[src/rtl/tl_master.sv]
// tl_master: initiator end of the single-beat A/D channel link.
// Takes one command at a time, issues Get / PutFullData on A, waits for D,
// then returns read data and error status as a one-cycle response pulse.
// Optional build macro: TL_MASTER_TIMEOUT_EN adds a response watchdog in WAIT_D.
//
// state  | meaning
// IDLE   | ready for a command (unless the slave reports backpressure)
// SEND_A | A beat presented, waiting for a_ready
// WAIT_D | A beat taken, d_ready high, waiting for the D response
module tl_master #(
  parameter int          a_channel_size = 53,
  parameter int          d_channel_size = 43,
  parameter logic [1:0]  SOURCE_ID      = 2'd0,
  parameter logic [2:0]  A_SIZE         = 3'd5,
  parameter logic [15:0] TIMEOUT_CYCLES = 16'd255
) (
  input  logic                      clk,
  input  logic                      reset,
  input  logic                      cmd_valid,
  output logic                      cmd_ready,
  input  logic                      cmd_write,
  input  logic [9:0]                cmd_addr,
  input  logic [31:0]               cmd_wdata,
  output logic                      rsp_valid,
  output logic [31:0]               rsp_rdata,
  output logic                      rsp_error,
  output logic [a_channel_size-1:0] a_channel,
  output logic                      a_valid,
  input  logic                      a_ready,
  input  logic [d_channel_size-1:0] d_channel,
  input  logic                      d_valid,
  output logic                      d_ready,
  input  logic                      backpressureslave,
  input  logic                      d_error
);

  typedef enum logic [1:0] {IDLE, SEND_A, WAIT_D} state_t;

  localparam logic [2:0] OP_PUT      = 3'd0;
  localparam logic [2:0] OP_GET      = 3'd4;
  localparam logic [2:0] OP_ACK      = 3'd0;
  localparam logic [2:0] OP_ACK_DATA = 3'd1;

  state_t                    state, state_nx;
  logic [a_channel_size-1:0] a_channel_nx;
  logic                      a_valid_nx, d_ready_nx, rsp_valid_nx, rsp_error_nx;
  logic [31:0]               rsp_rdata_nx;
  logic                      is_get;
  logic [2:0]                d_opcode;
  logic [1:0]                d_source;
  logic [2:0]                exp_d_opcode;
  logic                      unused_d_fields;

`ifdef TL_MASTER_TIMEOUT_EN
  logic [15:0] tmo_cnt, tmo_cnt_nx, tmo_cnt_inc;
  assign tmo_cnt_inc = tmo_cnt + 16'd1;
`else
  localparam logic [15:0] unused_timeout = TIMEOUT_CYCLES;
`endif

  // The held A opcode tells us what kind of response to expect.
  assign is_get          = (a_channel[52:50] == OP_GET);
  assign d_opcode        = d_channel[42:40];
  assign d_source        = d_channel[33:32];
  assign exp_d_opcode    = is_get ? OP_ACK_DATA : OP_ACK;
  assign unused_d_fields = ^d_channel[39:34];
  assign cmd_ready       = (state == IDLE) && !backpressureslave;

  // Next-state and next-output computation; registers hold by default.
  always_comb begin
    state_nx     = state;
    a_channel_nx = a_channel;
    a_valid_nx   = a_valid;
    d_ready_nx   = d_ready;
    rsp_valid_nx = 1'b0;
    rsp_rdata_nx = rsp_rdata;
    rsp_error_nx = rsp_error;
`ifdef TL_MASTER_TIMEOUT_EN
    tmo_cnt_nx   = tmo_cnt;
`endif
    case (state)
      IDLE: begin
        if (cmd_valid && cmd_ready) begin
          a_channel_nx = {(cmd_write ? OP_PUT : OP_GET), 3'd0, A_SIZE, SOURCE_ID,
                          cmd_addr, (cmd_write ? cmd_wdata : 32'd0)};
          a_valid_nx   = 1'b1;
          state_nx     = SEND_A;
        end
      end
      SEND_A: begin
        if (a_ready) begin
          a_valid_nx = 1'b0;
          d_ready_nx = 1'b1;
          state_nx   = WAIT_D;
`ifdef TL_MASTER_TIMEOUT_EN
          tmo_cnt_nx = 16'd0;
`endif
        end
      end
      WAIT_D: begin
        // a_channel stays driven: the slave samples address and data here.
        if (d_valid) begin
          d_ready_nx   = 1'b0;
          rsp_valid_nx = 1'b1;
          rsp_rdata_nx = is_get ? d_channel[31:0] : 32'd0;
          rsp_error_nx = d_error || (d_source != SOURCE_ID) || (d_opcode != exp_d_opcode);
          state_nx     = IDLE;
        end
`ifdef TL_MASTER_TIMEOUT_EN
        else begin
          tmo_cnt_nx = tmo_cnt_inc;
          if (tmo_cnt_inc == TIMEOUT_CYCLES) begin
            d_ready_nx   = 1'b0;
            rsp_valid_nx = 1'b1;
            rsp_rdata_nx = 32'd0;
            rsp_error_nx = 1'b1;
            state_nx     = IDLE;
          end
        end
`endif
      end
      default: state_nx = IDLE;
    endcase
  end

  // State and registered outputs; reset clears everything immediately.
  always_ff @(posedge clk or negedge reset) begin
    if (!reset) begin
      state     <= IDLE;
      a_channel <= '0;
      a_valid   <= 1'b0;
      d_ready   <= 1'b0;
      rsp_valid <= 1'b0;
      rsp_rdata <= 32'd0;
      rsp_error <= 1'b0;
`ifdef TL_MASTER_TIMEOUT_EN
      tmo_cnt   <= 16'd0;
`endif
    end else begin
      state     <= state_nx;
      a_channel <= a_channel_nx;
      a_valid   <= a_valid_nx;
      d_ready   <= d_ready_nx;
      rsp_valid <= rsp_valid_nx;
      rsp_rdata <= rsp_rdata_nx;
      rsp_error <= rsp_error_nx;
`ifdef TL_MASTER_TIMEOUT_EN
      tmo_cnt   <= tmo_cnt_nx;
`endif
    end
  end

endmodule
[config.mk]
export PLATFORM = sky130hd
export DESIGN_NAME = tl_master
export DESIGN_NICKNAME = d
export VERILOG_FILES = /design/src/rtl/tl_master.sv
export SDC_FILE = /design/constraint.sdc
export NUM_CORES = 1
export LEC_CHECK = 0
export BUFFER_PORTS_ARGS = -buffer_cell sky130_fd_sc_hd__buf_4
export CAP_MARGIN = 20
export CORE_MARGIN = 8
export CORE_UTILIZATION = 44
export DETAILED_ROUTE_END_ITERATION = 12
export PLACE_DENSITY = 0.79
export SKIP_CTS_REPAIR_TIMING = 1
export SYNTH_ARGS = -nofsm -noshare
export SYNTH_HDL_FRONTEND = slang
export SYNTH_SLANG_ARGS = --single-unit
[constraint.sdc]
create_clock -name clk -period 2.15 [get_ports clk]
set_input_delay 0.1075 -clock clk [delete_from_list [all_inputs] [get_ports clk]]
set_output_delay 0.1075 -clock clk [all_outputs]
set_load 0.01 [all_outputs]
# Yosys cells after proc, flatten, opt, wreduce, memory -nomap -nowiden
# Index checks and enable logic that the tools add are counted.
# Widths: inputs -> output; s select.
# op_classes
eq_ne,7
n_mux,16
n_reduce_logical,14
# ops
operator,n
$mux 32,2
$reduce_and 3->1,3
$mux 1,7
$mux 2,3
$pmux 2 s3,1
$reduce_bool 2->1,3
$ne 2x2->1 const B,2
$pmux 1 s2,2
$reduce_and 2->1,2
$eq 3x3->1 const B,1
$mux 3,1
$ne 3x1->1,1
$eq 2x1->1 const B,1
$eq 2x2->1 const B,1
$logic_and 1x1->1,2
$logic_not 2->1,1
$logic_or 1x1->1,2
$ne 2x1->1 const B,1
$logic_not 1->1,1
# totals
register_bits,85
out_inout_bits,90

# Logic depth before layout (Yosys ltp)
# Gate-level depths: netlist of run 1.
# depth
word_depth,5
ltp_mapped,6
depth_no_buf,3

# Worst setup path before layout of run 1
# No wires, ideal clock.
# synth_path
path_kind,reg-to-reg
startpoint,register state[1]
endpoint,register a_channel[32]
setup_time_ps,125
t_arrival_ps,1514
path_slack_ps,511
stages_incl_launch_ff,5
period_less_slack_ps,1639
path_cell_list,dfrtp_1 > or4b_1 > buf_2 > buf_6 > mux2_4
# synth_between
elab_chain_len,4
# synth_rtl
element,line,source
"start, declared",44,"state_t state, state_nx;"
"start signal, assigned",140,state <= state_nx;
$logic_not 2->1 (*),"67, 81",
$logic_and 1x1->1,67,assign cmd_ready = (state == IDLE) && !backpressureslave;
$logic_and 1x1->1,83,if (cmd_valid && cmd_ready) begin
$reduce_and 2->1 (no line) (*),n/a,
"end signal, assigned",141,a_channel <= a_channel_nx;
"end, declared",27,"output logic [a_channel_size-1:0] a_channel,"
# Mark *: on every way between the ends. The rest lies on a longest branch, timed or not.
# A chain may end at the register's enable or synchronous reset.

# Worst setup path in the final report of run 1
# layout_path
startpoint,register state[1]
endpoint,register a_channel[34]
# Same word-level chain as after synthesis.

==> results by group, run 1 <==
Finish
  • Share of post-route cells with drive strength above 1: 38.4%
  • Area grow syn2layout: 48.4%
  • Most common library cell in the layout ignoring fill and taps: buf_4
  • Number of nets in the layout: about 610
  • Final cell count without fillers: 617
  • Number of inserted diodes: 0
  • FILL cells: around 600
  • Leading cell types in the layout, fill and taps excluded: 172 x buf_4, 132 x nand2_1, 82 x dfrtp_1, 62 x o21ai_0, 13 x dlygate4sd3_1

Synthesis
  • Mapped cell area: 3320 µm²
  • Cells after Synth: approximately 340
  • Distinct cell type count after synthesis: 19
  • Syn. warnings: 0
  • Average cell area after synthesis: 9.71 µm²
  • Yosys reg bits: slightly above 80
  • Sequential area share after synthesis: 61.8%

Power
  • Power Dens Cells: 1110 nW/µm²
  • Worst VDD drop: 0.000714 V
  • Leakage power: 2.55 nW

Routing
  • WL met3: approximately 1500 µm
  • Met2 wire length: 4070 µm
  • Routed Antenna Nets: 0
  • Metal1 wirelength: 3590 µm
  • Top routing layer used: met4
  • Initial DRT Pass Iterations: 4
  • Final routed wirelength across all metal layers: 9180 µm
  • Number of remaining DRC errors: 0
  • Iteration-0 DRC Markers: 86
  • Detail-routed via count per cell: around 4.6
  • Vias after detailed routing: between 2000 and 3000
  • Routed WL per cell: 14.9 µm

Setup path
  • Critical Path AT: 2.12 ns
  • Startpoint of the worst-slack reg-to-reg timing path: state[1]$_DFFE_PN0P_
  • Crit path launch type: register
  • Endpoint of the most critical setup path: a_channel[34]$_DFFE_PN0P_
  • Stages on worst setup path: 3
  • Logic depth of the worst register-to-register path: 3
  • CP max stage delay: 0.75 ns
  • Start-to-end type of the worst setup path: reg -> reg
  • Crit path max-delay cell type: or4b_2
  • Flop-to-flop setup slack: roughly 0.25 ns
  • Critical path endpoint category: register
  • Maximum fanout along the worst path: 73
  • Cell type group with the largest total delay on the critical path: simple AND/OR/NAND/NOR gates
  • Critical path, cell by cell: or4b_2, buf_12, mux2_4
  • Required time of the worst setup path: about 2.4 ns
  • Combined buffer and inverter count along the critical path: 1
  • Endpoint of the lowest-slack register-to-register path: a_channel[34]$_DFFE_PN0P_
  • Startpoint of the most critical setup path: state[1]$_DFFE_PN0P_

Floorplan
  • Die width: 103 µm
  • Number of rows in the core area: 31
  • Die height: roughly 100 µm
  • Area of the die: 10600 µm²
  • Starting density of the core: between 40% and 50%
  • Number of ports placed on the die boundary: 183
  • Core outline area: 7290 µm²

Job
  • Max-cap violations: 0

Placed design
  • GP Congestion: 0.824
  • # port buffers: between 150 and 200
  • Total placed cells including tap cells: between 500 and 600
  • Detail Placement HPWL: 6900 µm

Timing
  • Setup skew after layout: 0.00832 ns
  • Number of hold violations in the final report: 0
  • FMAX: 0.526 GHz
  • Worst-margin pin slew: 0.661 ns
  • Setup tns final: 0 ns
  • Normalized max-slew margin: 55.9%
  • Setup repair after global routing missed its margin: false
  • Post-route clock period utilization: 88.4%
  • Slew Limit Fails: 0
  • Min Tclk post-route: between 1.5 and 2 ns
  • Finish-stage setup viols: 0

Global route
  • Wire length of the first global-routing pass: 13800 µm
  • Largest net degree at the start of global routing: 74
  • Via count of the first global-routing pass: 2862
  • Initial antenna violation count: 0
  • Global route total overflow: 0
  • Total global routing track utilization: 16.8%

Status
  • Result of the run: complete, no violations

Clock network
  • Clock Sinks: 82
  • Number of H-tree branching levels: 3
  • Clock buffers created by TritonCTS: 9
  • Clock slew seen by the registers of the worst setup and hold paths: 0.08 ns
  • Clk buf depth: 2
  • TritonCTS clock tree: done
  • Clock latency of the later-clocked register in the worst-skew pair: 0.33 ns
  • Clock root buffer: clkbuf_8

Min path
  • Path class of the lowest-slack min-delay path: in -> reg
-- tightest hold or removal path: cells and delay by family --
family	cells	cell delay, ns
buffers and inverters	1	0.11
AOI/OAI and AO/OA	1	0.05
and+or+nand+nor	1	0.05
-- synth_stat cells --
cell type | number | area share, %
clkbuf_1 | 20 | 2.3
dfrtp_1 | 82 | 62
nor3_1 | 2 | 0.30
o21ai_0 | 62 | 9.3
mux2_4 | 10 | 4.5
a21oi_1 | 1 | 0.15
o21ai_1 | 8 | 1.2
conb_1 | 1 | 0.11
buf_2 | 1 | 0.15
inv_1 | 2 | 0.23
nand2_1 | 132 | 15
buf_6 | 3 | 1.0
xor2_1 | 1 | 0.26
nand2b_1 | 3 | 0.57
buf_4 | 10 | 2.3
nand3b_1 | 1 | 0.23
or4b_1 | 1 | 0.30
or4_1 | 1 | 0.23
o22ai_1 | 1 | 0.19
-- stage by stage --
| stage | util, % | power, mW | hold slack (ns) | instance area, µm² | worst slack [ns] |
|---|---|---|---|---|---|
| final | 67.6 | 5.46 | 0.0170 | 4930 | 0.250 |
| after global routing | 67.6 | 5.85 | 0.00559 | 4930 | 0.184 |
| after CTS | 65.8 | 5.51 | -0.270 | 4800 | 0.273 |
| after detailed placement | 63.3 | 4.45 | 0.108 | 4610 | 0.262 |
| after global placement | 63.3 | 4.36 | 0.103 | 4610 | 0.302 |
| after floorplan | - | 3.25 | -0.188 | 3350 | 0.511 |
-- final cells by class --
type	instances	area (µm²)	area share, %
clock buffer	11	131	2.66
sequential	82	2050	41.6
tap	99	124	2.51
inverter	2	7.51	0.152
timing repair buffer	187	1460	29.6
multi-input combinational	231	1100	22.3
clock inverter	5	55.1	1.12
-- sequential cells by signal (all words and copies together) (netlist names) --
| signal | count |
|---|---|
| rsp_error | 1 |
| rsp_rdata | 32 |
| d_ready | 1 |
| state | 2 |
| a_valid | 1 |
| rsp_valid | 1 |
| a_channel | 44 |
-- cells by family (layout without fill, tap and decap cells) --
kind of cell,Yosys count,after routing,synth area share (%)
multiplexers,10,10,4.52
AND/OR/NAND/NOR,140,140,16.5
other,1,8,0.113
flip-flops,82,82,61.8
buffers and inverters,36,205,5.91
XOR/XNOR,1,1,0.264
AO/OA/AOI/OAI,72,72,10.9
-- report_power, final --
group          switching [mW]  leakage [nW]  internal (mW)
logic                   0.944          1.41           1.06
clock network           0.524        0.0893          0.534
registers               0.327          1.06           2.07
-- layer usage --
metal  GRT usage, %  vias up
met5              0        -
met4           5.01        0
met3           9.72        4
met2           25.7      135
met1           19.6     1307
li1               -     1422
-- how the worst min path moves through the flow --
stage / slack (ns) / endpoint / from / cells after the start
6_report: 0.02 / a_channel[29]$_DFFE_PN0P_ / cmd_wdata[29] / 3
5_1_grt: 0.006 / a_channel[6]$_DFFE_PN0P_ / cmd_wdata[6] / 3
4_1_cts: -0.27 / rsp_rdata[1]$_DFFE_PN0P_ / reset / 1
3_5_place_dp: 0.11 / rsp_rdata[1]$_DFFE_PN0P_ / reset / 1
3_3_place_gp: 0.10 / rsp_rdata[1]$_DFFE_PN0P_ / reset / 1
2_1_floorplan: -0.19 / a_channel[0]$_DFFE_PN0P_ / reset / 0
Power figures use the tool's default switching activity.
==> run 2, diff against run 1 <==
==> constraint.sdc (replaced) <==
create_clock -name clk -period 2.15 [get_ports clk]
set_input_delay 0.43 -clock clk [delete_from_list [all_inputs] [get_ports clk]]
set_output_delay 0.43 -clock clk [all_outputs]
set_load 0.01 [all_outputs]
==> run 2 against run 1 <==
Count of clock-buffer cells in the layout did not move; fmax fell by 0.17%; sequential power barely moved; largest cell class unchanged; non-clock buffer count fell by 13; clock power rose by 23%; hold slack improved by 0.046 ns; register-to-register slack barely moved; first-iteration DRC count fell by 15%; global-route usage rose by 0.49 points; via count fell by 2.9%; setup slack got worse by 0.0032 ns.
==> results by group, run 2 (same netlist as run 1, synthesis figures left out) <==
Clock network
  • Clock Sinks: 82 (unchanged)
  • Number of H-tree branching levels: 3 (unchanged)
  • Clock latency of the later-clocked register in the worst-skew pair: 0.34 ns (about the same)
  • Clock root buffer: clkbuf_8
  • Clk buf depth: 2 (unchanged)
  • Clock buffers created by TritonCTS: 9 (unchanged)
  • Clock slew seen by the registers of the worst setup and hold paths: 0.08 ns (about the same)
  • TritonCTS clock tree: done

Timing
  • Setup tns final: 0 ns (unchanged)
  • Number of hold violations in the final report: 0 (unchanged)
  • Setup repair after global routing missed its margin: false
  • Post-route clock period utilization: 88.5% (+0.15 points)
  • Finish-stage setup viols: 0 (unchanged)
  • Worst-margin pin slew: 0.561 ns (-0.101 ns)
  • FMAX: 0.525 GHz (-0.17%)
  • Hold slack: 0.0631 ns (+0.0461 ns)
  • Setup skew after layout: 0.0106 ns (+0.00230 ns)
  • Normalized max-slew margin: 62.6% (+6.7 points)
  • Slew Limit Fails: 0 (unchanged)
  • Min Tclk post-route: 1.90 ns (+0.00318 ns)

Power
  • Power Dens Cells: 1180 nW/µm² (+6.2%)
  • Share of total power in sequential cells: 42.1% (-1.8 points)
  • Share of power burned in combinational logic: 35.1% (-1.6 points)
  • Power consumption: 5.70 mW (+4.5%)
  • Switching portion of total power: 31.8% (-1.1 points)
  • Leakage power: 2.52 nW (-1.2%)
  • Reported net switching power: 1.81 mW (+0.86%)
  • Power Internal: 3.89 mW (+6.2%)
  • Worst VDD drop: 0.000497 V (-30%)
  • Part of the power in the clock network: 22.9% (+3.5 points)

Floorplan
  • Core outline area: 7290 µm² (unchanged)
  • Number of rows in the core area: 31 (unchanged)
  • Die width: 103 µm (unchanged)
  • Starting density of the core: 45.6% (unchanged)
  • Area of the die: 10600 µm² (unchanged)
  • Number of ports placed on the die boundary: 183 (unchanged)
  • Die height: 103 µm (unchanged)

Finish
  • Area taken by multi-input logic gates: 1100 µm² (unchanged)
  • Most common library cell in the layout ignoring fill and taps: buf_4
  • Max reg flops: 44 (unchanged)
  • Fraction of the core area covered by cells at the end of the flow: 66.5% (-1.1 points)
  • Area grow syn2layout: 46.0%
  • Registers with the most flip-flops: a_channel x44, rsp_rdata x32, state x2
  • Register with the highest flop count: a_channel
  • Storage element area: 2050 µm² (unchanged)
  • Final cell count without fillers: 604 (-2.1%)
  • Leading cell types in the layout, fill and taps excluded: 172 x buf_4, 132 x nand2_1, 82 x dfrtp_1, 62 x o21ai_0, 10 x mux2_4
  • Number of nets in the layout: 593 (-2.1%)
  • Share of post-route cells with drive strength above 1: 39.4% (+0.99 points)
  • FILL cells: 603 (+1.9%)
  • Number of inserted diodes: 0 (unchanged)

Status
  • Result of the run: complete, no violations

Setup path
  • Start-to-end type of the worst setup path: reg -> reg
  • Critical Path AT: 2.12 ns (about the same)
  • Endpoint of the lowest-slack register-to-register path: a_channel[35]$_DFFE_PN0P_
  • Maximum fanout along the worst path: 67 (-8.2%)
  • Critical path endpoint category: register
  • Logic depth of the worst register-to-register path: 3 (unchanged)
  • Required time of the worst setup path: 2.37 ns (about the same)
  • Crit path launch type: register
  • Endpoint of the most critical setup path: a_channel[35]$_DFFE_PN0P_
  • Startpoint of the most critical setup path: state[1]$_DFFE_PN0P_
  • Startpoint of the worst-slack reg-to-reg timing path: state[1]$_DFFE_PN0P_
  • Flop-to-flop setup slack: 0.25 ns (about the same)

Routing
  • Iteration-0 DRC Markers: 73 (-15%)
  • Detail-routed via count per cell: 4.61 (-0.84%)
  • Met2 wire length: 4050 µm (-0.54%)
  • Top routing layer used: met4
  • WL met3: 1410 µm (-4.7%)
  • Vias after detailed routing: 2784 (-2.9%)
  • Routed WL per cell: 15.2 µm (+1.9%)
  • Routed Antenna Nets: 0 (unchanged)
  • Initial DRT Pass Iterations: 4 (unchanged)
  • Number of remaining DRC errors: 0 (unchanged)
  • Metal1 wirelength: 3590 µm (about the same)
  • Final routed wirelength across all metal layers: 9150 µm (-0.25%)

Global route
  • Wire length of the first global-routing pass: 14100 µm (+2.1%)
  • Via count of the first global-routing pass: 2841 (-0.73%)
  • Total global routing track utilization: 17.3% (+0.49 points)
  • Global route total overflow: 0 (unchanged)
  • Largest net degree at the start of global routing: 68 (-8.1%)
  • Initial antenna violation count: 0 (unchanged)

Job
  • Max-cap violations: 0 (unchanged)

Min path
  • Path class of the lowest-slack min-delay path: in -> async

Placed design
  • GP Congestion: 0.830 (+0.72%)
  • Total placed cells including tap cells: 588 (unchanged)
  • # port buffers: 168 (unchanged)
  • Detail Placement HPWL: 7110 µm (+3.0%)
## run 2: changes by cell type in the layout (fill, tap and decap cells not counted), sizes merged
cell | previous run | this run
dlygate4sd3 | 13 | 0
bufinv | 1 | 3
clkinv | 2 | 1
clkinvlp | 2 | 1
## run 2: per-layer routing
layer | GRT usage [%] | vias to the layer above
met2 | 27.2 | 134
li1 | - | 1395
met4 | 6.79 | 0
met3 | 8.78 | 10
met1 | 19.7 | 1245
met5 | 0 | -
## run 2: stage by stage
step           setup slack [ns]  area, µm²
6_report                  0.247       4850
5_1_grt                   0.192       4850
2_1_floorplan             0.511       3350
3_3_place_gp              0.261       4610
3_5_place_dp              0.233       4610
4_1_cts                   0.251       4850
## run 2: power groups by stage
stage / Clock, mW / Sequential (mW) / Combinational (mW)
2_1_floorplan: 0 / 2.62 / 0.628
3_3_place_gp: 0 / 2.39 / 1.99
3_5_place_dp: 0 / 2.43 / 2.04
4_1_cts: 1.35 / 2.40 / 2.04
5_1_grt: 1.40 / 2.47 / 2.20
6_report: 1.30 / 2.40 / 2.00
## run 2: critical path, cell delays in order, from the launching register on
cell	delay, ns
dfrtp_1	0.46
or4b_2	0.76
buf_12	0.24
mux2_4	0.32
## run 2: area by class of cell
class | count | area share, %
Clock buffer | 11 | 2.71
Clock inverter | 5 | 2.12
Inverter | 2 | 0.155
Multi-Input combinational cell | 231 | 22.7
Sequential cell | 82 | 42.3
Tap cell | 99 | 2.55
Timing Repair Buffer | 174 | 27.5
## run 2: how the worst min path moves through the flow
stage                      from                        end  slack [ns]
after global routing      reset  rsp_rdata[28]$_DFFE_PN0P_        0.09
after CTS                 reset   rsp_rdata[1]$_DFFE_PN0P_        0.07
after global placement    reset   rsp_rdata[1]$_DFFE_PN0P_        0.46
after floorplan           reset   a_channel[0]$_DFFE_PN0P_        0.13
after detailed placement  reset   rsp_rdata[1]$_DFFE_PN0P_        0.46
final                     reset   rsp_rdata[1]$_DFFE_PN0P_        0.06
